--- src/rtl/cpu_pkg.sv ---
// Opcodes, ALU codes, state and control-vector types shared by the control sequencer.
// CTRL_SEQ_MULDIV_EN makes mul (15) and div (16) legal opcodes.
package cpu_pkg;

    localparam int OPCODE_W_DEFAULT = 5;

    localparam int unsigned OP_LD   = 0;
    localparam int unsigned OP_LDI  = 1;
    localparam int unsigned OP_ST   = 2;
    localparam int unsigned OP_ADD  = 3;
    localparam int unsigned OP_SHL  = 11;
    localparam int unsigned OP_ADDI = 12;
    localparam int unsigned OP_ANDI = 13;
    localparam int unsigned OP_ORI  = 14;
    localparam int unsigned OP_MUL  = 15;
    localparam int unsigned OP_DIV  = 16;
    localparam int unsigned OP_HALT = 27;

    localparam int unsigned ALU_ADD = 3;
    localparam int unsigned ALU_AND = 5;
    localparam int unsigned ALU_OR  = 6;

`ifdef CTRL_SEQ_MULDIV_EN
    localparam bit MULDIV_LEGAL = 1'b1;
`else
    localparam bit MULDIV_LEGAL = 1'b0;
`endif

    typedef enum logic [3:0] {
        S_T0   = 4'd0,
        S_T1   = 4'd1,
        S_T2   = 4'd2,
        S_T3   = 4'd3,
        S_T4   = 4'd4,
        S_T5   = 4'd5,
        S_T6   = 4'd6,
        S_T7   = 4'd7,
        S_IDLE = 4'd8,
        S_HALT = 4'd9
    } state_t;

    typedef enum logic [2:0] {
        C_LD,
        C_LDI,
        C_ST,
        C_RTYPE,
        C_IMM,
        C_MULDIV,
        C_HALT,
        C_ILLEGAL
    } instr_class_t;

    typedef struct packed {
        logic pc_select;
        logic mar_enable;
        logic pc_increment_enable;
        logic read;
        logic write;
        logic mdr_enable;
        logic mdr_select;
        logic ir_enable;
        logic gra;
        logic grb;
        logic grc;
        logic ba_out;
        logic r_out;
        logic r_enable;
        logic y_enable;
        logic z_enable;
        logic c_select;
        logic z_lo_select;
        logic z_hi_select;
        logic lo_enable;
        logic hi_enable;
        logic last_step;
    } ctrl_t;

    localparam int CTRL_W = $bits(ctrl_t);

    function automatic instr_class_t classify(input logic [31:0] op);
        instr_class_t cls;
        if (op == OP_LD)                        cls = C_LD;
        else if (op == OP_LDI)                  cls = C_LDI;
        else if (op == OP_ST)                   cls = C_ST;
        else if (op >= OP_ADD && op <= OP_SHL)  cls = C_RTYPE;
        else if (op >= OP_ADDI && op <= OP_ORI) cls = C_IMM;
        else if (op == OP_HALT)                 cls = C_HALT;
        else if ((op == OP_MUL || op == OP_DIV) && MULDIV_LEGAL) cls = C_MULDIV;
        else                                    cls = C_ILLEGAL;
        return cls;
    endfunction

    function automatic logic [31:0] imm_alu(input logic [31:0] op);
        logic [31:0] code;
        if (op == OP_ANDI)     code = ALU_AND;
        else if (op == OP_ORI) code = ALU_OR;
        else                   code = ALU_ADD;
        return code;
    endfunction

endpackage

--- src/rtl/ctrl_decode.sv ---
// Combinational map from (step, opcode) to the control vector, ALU code and
// step-sequencing hints (final step, halt, illegal, memory-wait step).
module ctrl_decode
    import cpu_pkg::*;
#(
    parameter int OPCODE_W = OPCODE_W_DEFAULT,
    parameter int ALU_OP_W = 5
) (
    input  logic [3:0]          state,
    input  logic [OPCODE_W-1:0] opcode,
    output logic [CTRL_W-1:0]   ctrl,
    output logic [ALU_OP_W-1:0] alu_instruction,
    output logic                to_halt,
    output logic                illegal_op,
    output logic                mem_step
);

    state_t       st;
    instr_class_t cls;
    logic [31:0]  op_val;
    ctrl_t        c;

    assign st     = state_t'(state);
    assign op_val = 32'(opcode);
    assign cls    = classify(op_val);
    assign ctrl   = c;

    always_comb begin
        c               = '0;
        alu_instruction = '0;
        to_halt         = 1'b0;
        illegal_op      = 1'b0;
        mem_step        = 1'b0;
        case (st)
            S_T0: begin
                c.pc_select  = 1'b1;
                c.mar_enable = 1'b1;
            end
            S_T1: begin
                c.pc_increment_enable = 1'b1;
                c.read                = 1'b1;
                c.mdr_enable          = 1'b1;
                mem_step              = 1'b1;
            end
            S_T2: begin
                c.mdr_select = 1'b1;
                c.ir_enable  = 1'b1;
            end
            S_T3: begin
                case (cls)
                    C_LD, C_LDI, C_ST: begin
                        c.grb      = 1'b1;
                        c.ba_out   = 1'b1;
                        c.y_enable = 1'b1;
                    end
                    C_RTYPE, C_IMM: begin
                        c.grb      = 1'b1;
                        c.r_out    = 1'b1;
                        c.y_enable = 1'b1;
                    end
                    C_MULDIV: begin
                        c.gra      = 1'b1;
                        c.r_out    = 1'b1;
                        c.y_enable = 1'b1;
                    end
                    C_HALT:  to_halt = 1'b1;
                    default: begin
                        illegal_op  = 1'b1;
                        c.last_step = 1'b1;
                    end
                endcase
            end
            S_T4: begin
                c.z_enable = 1'b1;
                case (cls)
                    C_LD, C_LDI, C_ST: begin
                        c.c_select      = 1'b1;
                        alu_instruction = ALU_OP_W'(ALU_ADD);
                    end
                    C_RTYPE: begin
                        c.grc           = 1'b1;
                        c.r_out         = 1'b1;
                        alu_instruction = ALU_OP_W'(op_val);
                    end
                    C_IMM: begin
                        c.c_select      = 1'b1;
                        alu_instruction = ALU_OP_W'(imm_alu(op_val));
                    end
                    C_MULDIV: begin
                        c.grb           = 1'b1;
                        c.r_out         = 1'b1;
                        alu_instruction = ALU_OP_W'(op_val);
                    end
                    default: c.z_enable = 1'b0;
                endcase
            end
            S_T5: begin
                case (cls)
                    C_LD, C_ST: begin
                        c.z_lo_select = 1'b1;
                        c.mar_enable  = 1'b1;
                    end
                    C_LDI, C_RTYPE, C_IMM: begin
                        c.z_lo_select = 1'b1;
                        c.gra         = 1'b1;
                        c.r_enable    = 1'b1;
                        c.last_step   = 1'b1;
                    end
                    C_MULDIV: begin
                        c.z_lo_select = 1'b1;
                        c.lo_enable   = 1'b1;
                    end
                    default: ;
                endcase
            end
            S_T6: begin
                case (cls)
                    C_LD: begin
                        c.read       = 1'b1;
                        c.mdr_enable = 1'b1;
                        mem_step     = 1'b1;
                    end
                    C_ST: begin
                        c.gra        = 1'b1;
                        c.r_out      = 1'b1;
                        c.mdr_enable = 1'b1;
                    end
                    C_MULDIV: begin
                        c.z_hi_select = 1'b1;
                        c.hi_enable   = 1'b1;
                        c.last_step   = 1'b1;
                    end
                    default: ;
                endcase
            end
            S_T7: begin
                case (cls)
                    C_LD: begin
                        c.mdr_select = 1'b1;
                        c.gra        = 1'b1;
                        c.r_enable   = 1'b1;
                        c.last_step  = 1'b1;
                    end
                    C_ST: begin
                        c.write     = 1'b1;
                        mem_step    = 1'b1;
                        c.last_step = 1'b1;
                    end
                    default: c.last_step = 1'b1;
                endcase
            end
            default: ;
        endcase
    end

endmodule

--- src/rtl/control_sequencer.sv ---
// Multi-cycle CPU control sequencer: state register, memory wait counter, opcode latch and illegal flag.
// Building with CTRL_SEQ_MULDIV_EN adds the mul/div sequence (decoded via cpu_pkg).
module control_sequencer
    import cpu_pkg::*;
#(
    parameter int OPCODE_W = OPCODE_W_DEFAULT,
    parameter int ALU_OP_W = 5,
    parameter int MEM_WAIT = 0
) (
    input  logic                clk,
    input  logic                clear,
    input  logic                run,
    input  logic                stall,
    input  logic [OPCODE_W-1:0] opcode,
    output logic                PC_select,
    output logic                MAR_enable,
    output logic                PC_increment_enable,
    output logic                read,
    output logic                write,
    output logic                MDR_enable,
    output logic                MDR_select,
    output logic                IR_enable,
    output logic                Gra,
    output logic                Grb,
    output logic                Grc,
    output logic                BAout,
    output logic                Rout,
    output logic                r_enable,
    output logic                Y_enable,
    output logic                Z_enable,
    output logic                c_select,
    output logic                Z_LO_select,
    output logic                Z_HI_select,
    output logic                LO_enable,
    output logic                HI_enable,
    output logic [ALU_OP_W-1:0] alu_instruction,
    output logic [3:0]          step,
    output logic                done,
    output logic                illegal
);

    localparam logic [2:0] WAIT_LAST = 3'(MEM_WAIT);

    state_t              state_reg;
    state_t              state_next;
    logic [2:0]          wait_cnt_reg;
    logic [OPCODE_W-1:0] opcode_reg;
    logic                illegal_reg;

    logic [OPCODE_W-1:0] dec_opcode;
    logic [CTRL_W-1:0]   ctrl_bits;
    ctrl_t               ctrl;
    logic                to_halt;
    logic                illegal_op;
    logic                mem_step;
    logic [2:0]          wait_limit;
    logic                wait_done;
    logic                advance;

    // IR is only valid from T3 on, so T3 decodes the live opcode and later steps the latched copy.
    assign dec_opcode = (state_reg == S_T3) ? opcode : opcode_reg;

    ctrl_decode #(
        .OPCODE_W(OPCODE_W),
        .ALU_OP_W(ALU_OP_W)
    ) u_decode (
        .state           (state_reg),
        .opcode          (dec_opcode),
        .ctrl            (ctrl_bits),
        .alu_instruction (alu_instruction),
        .to_halt         (to_halt),
        .illegal_op      (illegal_op),
        .mem_step        (mem_step)
    );

    assign ctrl       = ctrl_t'(ctrl_bits);
    assign wait_limit = mem_step ? WAIT_LAST : 3'd0;
    assign wait_done  = (wait_cnt_reg == wait_limit);
    assign advance    = !stall && wait_done;

    always_comb begin
        state_next = state_reg;
        case (state_reg)
            S_IDLE: if (run) state_next = S_T0;
            S_HALT: state_next = S_HALT;
            default: begin
                if (ctrl.last_step)  state_next = S_T0;
                else if (to_halt)    state_next = S_HALT;
                else                 state_next = state_t'(state_reg + 4'd1);
            end
        endcase
    end

    always_ff @(posedge clk or negedge clear) begin
        if (!clear) begin
            state_reg    <= S_IDLE;
            wait_cnt_reg <= '0;
            opcode_reg   <= '0;
            illegal_reg  <= 1'b0;
        end else if (!stall) begin
            if (wait_done) begin
                state_reg    <= state_next;
                wait_cnt_reg <= '0;
                if (state_reg == S_T3) begin
                    opcode_reg <= opcode;
                    if (illegal_op) illegal_reg <= 1'b1;
                end
            end else begin
                wait_cnt_reg <= wait_cnt_reg + 3'd1;
            end
        end
    end

    assign PC_select           = ctrl.pc_select;
    assign MAR_enable          = ctrl.mar_enable;
    assign PC_increment_enable = ctrl.pc_increment_enable;
    assign read                = ctrl.read;
    assign write               = ctrl.write;
    assign MDR_enable          = ctrl.mdr_enable;
    assign MDR_select          = ctrl.mdr_select;
    assign IR_enable           = ctrl.ir_enable;
    assign Gra                 = ctrl.gra;
    assign Grb                 = ctrl.grb;
    assign Grc                 = ctrl.grc;
    assign BAout               = ctrl.ba_out;
    assign Rout                = ctrl.r_out;
    assign r_enable            = ctrl.r_enable;
    assign Y_enable            = ctrl.y_enable;
    assign Z_enable            = ctrl.z_enable;
    assign c_select            = ctrl.c_select;
    assign Z_LO_select         = ctrl.z_lo_select;
    assign Z_HI_select         = ctrl.z_hi_select;
    assign LO_enable           = ctrl.lo_enable;
    assign HI_enable           = ctrl.hi_enable;
    // done marks only the cycle that actually leaves the final step, so stalls and waits never repeat it.
    assign done                = ctrl.last_step && advance;
    assign step                = state_reg;
    assign illegal             = illegal_reg;

endmodule
--- config.mk ---
export PLATFORM = sky130hd
export DESIGN_NAME = control_sequencer
export DESIGN_NICKNAME = d
export VERILOG_FILES = /design/src/rtl/cpu_pkg.sv /design/src/rtl/ctrl_decode.sv /design/src/rtl/control_sequencer.sv
export SDC_FILE = /design/constraint.sdc
export NUM_CORES = 1
export LEC_CHECK = 0
export ABC_AREA = 1
export CAP_MARGIN = 5
export CORE_MARGIN = 5
export CORE_UTILIZATION = 50
export DETAILED_ROUTE_END_ITERATION = 8
export GPL_TIMING_DRIVEN = 0
export PLACE_DENSITY = 0.86
export SETUP_SLACK_MARGIN = 0.5
export SLEW_MARGIN = 0
export SYNTH_ARGS = -nofsm -noshare
export SYNTH_HDL_FRONTEND = slang
export SYNTH_HIERARCHICAL = 1
export SYNTH_SLANG_ARGS = --single-unit
--- constraint.sdc ---
create_clock -name clk -period 7 [get_ports clk]
set_clock_uncertainty 0.15 [all_clocks]
set_input_delay 0.7 -clock clk [delete_from_list [all_inputs] [get_ports clk]]
set_output_delay 0.7 -clock clk [all_outputs]
set_load 0.005 [all_outputs]
* Word-level counts from Yosys, hierarchy flattened
Cells that the tools add are included.
Operators by class: reductions and logical operators 21, mux-type cells 54, $add $sub $neg 2, bitwise gates (word level) 1, equality and inequality tests 21, order comparisons 4
Operators with widths (count):
- 32-bit logical NOT | 1
- 1-bit 2-to-1 mux | 28
- 3-bit 2-to-1 mux | 8
- 4-bit by 3-bit == test with 1-bit output (second input constant) | 4
- 5-bit case mux with 3 select lines | 1
- 4-bit 2-to-1 mux | 3
- 1-bit case mux with 2 select lines | 6
- 5-bit by 4-bit == test with 1-bit output (second input constant) | 2
- 5-bit by 4-bit less-or-equal comparator with 1-bit output (second input constant) | 2
- 5-bit 2-to-1 mux | 2
- 3-bit == test (second input constant) | 3
- 3-bit OR reduction | 3
- 4-bit by 2-bit == test with 1-bit output (second input constant) | 2
- 4-bit == test (second input constant) | 2
- 1-bit case mux with 4 select lines | 2
- 4-bit case mux with 2 select lines | 1
- 7-bit OR reduction | 1
- 3-bit by 2-bit == test with 1-bit output (second input constant) | 2
- 3-bit logical NOT | 2
- 6-bit OR reduction | 1
- 5-bit by 1-bit == test with 1-bit output (second input constant) | 1
- 5-bit by 2-bit == test with 1-bit output (second input constant) | 1
- 5-bit == test (second input constant) | 1
- 5-bit by 2-bit greater-or-equal comparator with 1-bit output (second input constant) | 1
- other kinds (18) | 23
Storage, ports and cells: flip-flop bits (word level) 13, input bits 9, logic and storage cells 107, output and inout port bits 32

* Longest topological paths before layout
depth after elaboration 15, depth in mapped cells 18, mapped depth without buffers 17

* Modules after synthesis
Netlist, hierarchy kept.
By module, submodules not included:
- control_sequencer | cells an instance 102, seq. area each 326.6 um^2, instances 1, area an instance 795.8 um^2
- ctrl_decode | cells an instance 102, seq. area each 0.0 um^2, instances 1, area an instance 469.2 um^2

* Least setup slack after synthesis
No wires, ideal clock.
kind register to output, start point register state_reg[0], in the netlist step[0], end point output port done, cell stages (with the launch flop) 14, data required time 6.150 ns, buffers on the path 1, arrival 1.938 ns, path slack 4.212 ns, path through dfrtp_1 ha_1 nand3_2 inv_2 buf_6 o21ai_2 nand2_4 o21ai_4 nand2_1 inv_1 nand2_1 nand3_1 inv_1 nor2_1
RTL lines:
- start, declared | line control_sequencer.sv:44 | state_t state_reg;
- start signal, assigned | line control_sequencer.sv:102 | state_reg <= state_next;
- end, declared | line control_sequencer.sv:38 | output logic done,

==> impl_results.md <==
- Crit path arrival time: 2980 ps
- Leakage: 0.0008625 uW
- Max-slew headroom: 63.26%
- Hold Crit Class: reg2reg
- First-pass GRT wire length: 4574 microns
- Initial core utilization: 51.33%
- Max-Cap Viols: 0
- Total grt overflow: 0
- Pwr dens: 340.9 mW/mm^2
- Mapped Avg Cell Area: 6.207 sq um
- Number of H-tree levels: 1
- Final TNS setup: 0 ps
- DR WL/cell: 9.855 microns
- Initial antenna violation count: 0
- Worst Path Buf+Inv: 5
- P&R area growth vs syn: 34.56%
- Chip width: 60.20 microns
- Endpoint type of the worst setup path: output port
- Resized cells post-CTS: 0
- Clock-pin transition on the worst setup and hold timing paths: 80 ps
- Req. time, crit path: 6150 ps
- Delay-heaviest family, CP: buffers and inverters
- Place WS: 3440 ps
- CTS buffer count: 3
- Via Count: 1,320
- Setup WS post-layout: 3175 ps
- DIE AREA: 0.003624 sq mm
- Post-detail-place hpwl: 2244 microns
- Pins Over Slew Limit: 0
- Crit path largest cell delay: 500 ps
- Max Root-Sink Buffers: 2
- Total track usage: 16.04%
- Status: completed
- Post-CTS Setup Repair Bufs: 0
- Worst skew pair latency: 270 ps
- RePlAce Congestion: 0.8688
- Yosys warns: 6
- Period utilization: 54.65%
- Synth Instances: 203
- # port buffers: 36
- Fmax: 0.2614 GHz
- Slowest cell on crit path: dfrtp_1
- Final Hold Fails: 0
- Mapped Area: 0.001260 sq mm
- Initial DRC Count: 47
- Largest net degree at the start of global routing: 14
- Placed cells: 272
- Critical-path cell list: ha_1 > nand3_2 > inv_2 > buf_6 > o21ai_2 > nand2_4 > o21ai_4 > nand2_1 > inv_1 > nand2_1 > nand3_1 > inv_1 > nor2_1 > clkdlybuf4s50_1
- Type of origin of the critical path: flop
- Via density per instance: 4.783
- Cell row count: 18
- R2R Setup Slk: 4240 ps
- Tmin final: 3825 ps
- Crit Path Max Fanout: 10
- Final setup viols: 0
- ANT nets after route: 0
- IO Count: 41
- Core footprint: 0.002455 sq mm
- Final WL: 2720 microns
- Drt drc: 0
- Worst-Margin Slew: 549.3 ps
- Clock sink count: 13
- CTS tree: yes
- Layout cell share with drive strength beyond 1: 13.41%
- VDD IR max: 0.2433 mV
- Die Y: 60.20 microns
- Pwr Total: 577.9 uW
- Vias in the first global route: 1,104
- Root buf cell: clkbuf_4
- Unrepaired setup endpoints after global routing: false
- # diodes: 0
- Pre-antenna DRT Iters: 5
- Critical path class: reg2out
- # hold bufs at CTS: 0
- Fin cells: 276
- Net count, final: 261
- Max reg flops: 5
[layout make-up]
| cell class | count | area, sq um |
|---|---|---|
| fillers | 213 | 759.5 |
| multi-input cells | 146 | 744.5 |
| repair buffers | 36 | 360.3 |
| flip-flops and latches | 13 | 326.6 |
| inverters | 41 | 153.9 |
| plain buffers | 6 | 46.29 |
| well taps | 30 | 37.54 |
| clock buffers | 4 | 26.28 |
[metrics by stage]
step / cell area, sq um / util (%) / hold slack [ps]
finish: 1695 / 69.06 / 361.8
global route: 1695 / 69.06 / 382.7
CTS: 1695 / 69.06 / 352.6
detailed placement: 1669 / 67.99 / 329.8
global placement: 1669 / 67.99 / 329.0
floorplan: 1271 / - / 254.4
[worst reg2reg max path, cell delays in order (launching register included)]
cell	delay, ps
dfrtp_1	500
ha_1	290
nand3_2	90
inv_2	50
buf_6	130
nand2_1	70
o21ai_2	90
nor2_1	230
nand2_1	150
nor2_2	170
inv_1	90
nand2_2	100
nand3_1	80
inv_1	100
nand2_1	80
nor2_1	130
nand2_1	70
a21oi_1	120
[routing by layer]
metal | vias up | part of all wire (%) | track usage (%)
met1 | 568 | 48 | 22.21
met5 | - | 0 | 0
met4 | 0 | 1.2 | 4.747
met2 | 34 | 45 | 26.08
li1 | 713 | - | -
met3 | 5 | 5.4 | 1.728
[power breakdown]
part           switching, uW  internal [uW]  total, uW
combinational            241            158        399
sequential              29.1            105        134
clock                   22.4           22.1       44.5
total                    293            285        578
[path summary, 6_finish.rpt]
check | start | to | cells after the start
hold reg to reg | illegal | illegal | 1
hold / removal | illegal | illegal | 1
max in group asynchronous | clear | wait_cnt_reg[0] | 1
setup reg to reg | step[0] | step[3] | 17
setup / recovery | step[0] | done | 14
min in group asynchronous | clear | step[1] | 1
[cell usage in the layout, fill, tap and decap left out, drive strengths merged]
master and instances:
nand3 18, o22ai 1, a31oi 1, o21ai 21, nand3b 1, nand2 54, dfrtp 12, ha 5
dfstp 1, clkdlybuf4s50 36, nand4 5, clkbuf 4, inv 41, nor3 1, nor2 31, buf 6
a31o 1, conb 4, a21oi 3
(Power assumes the default switching activity.)
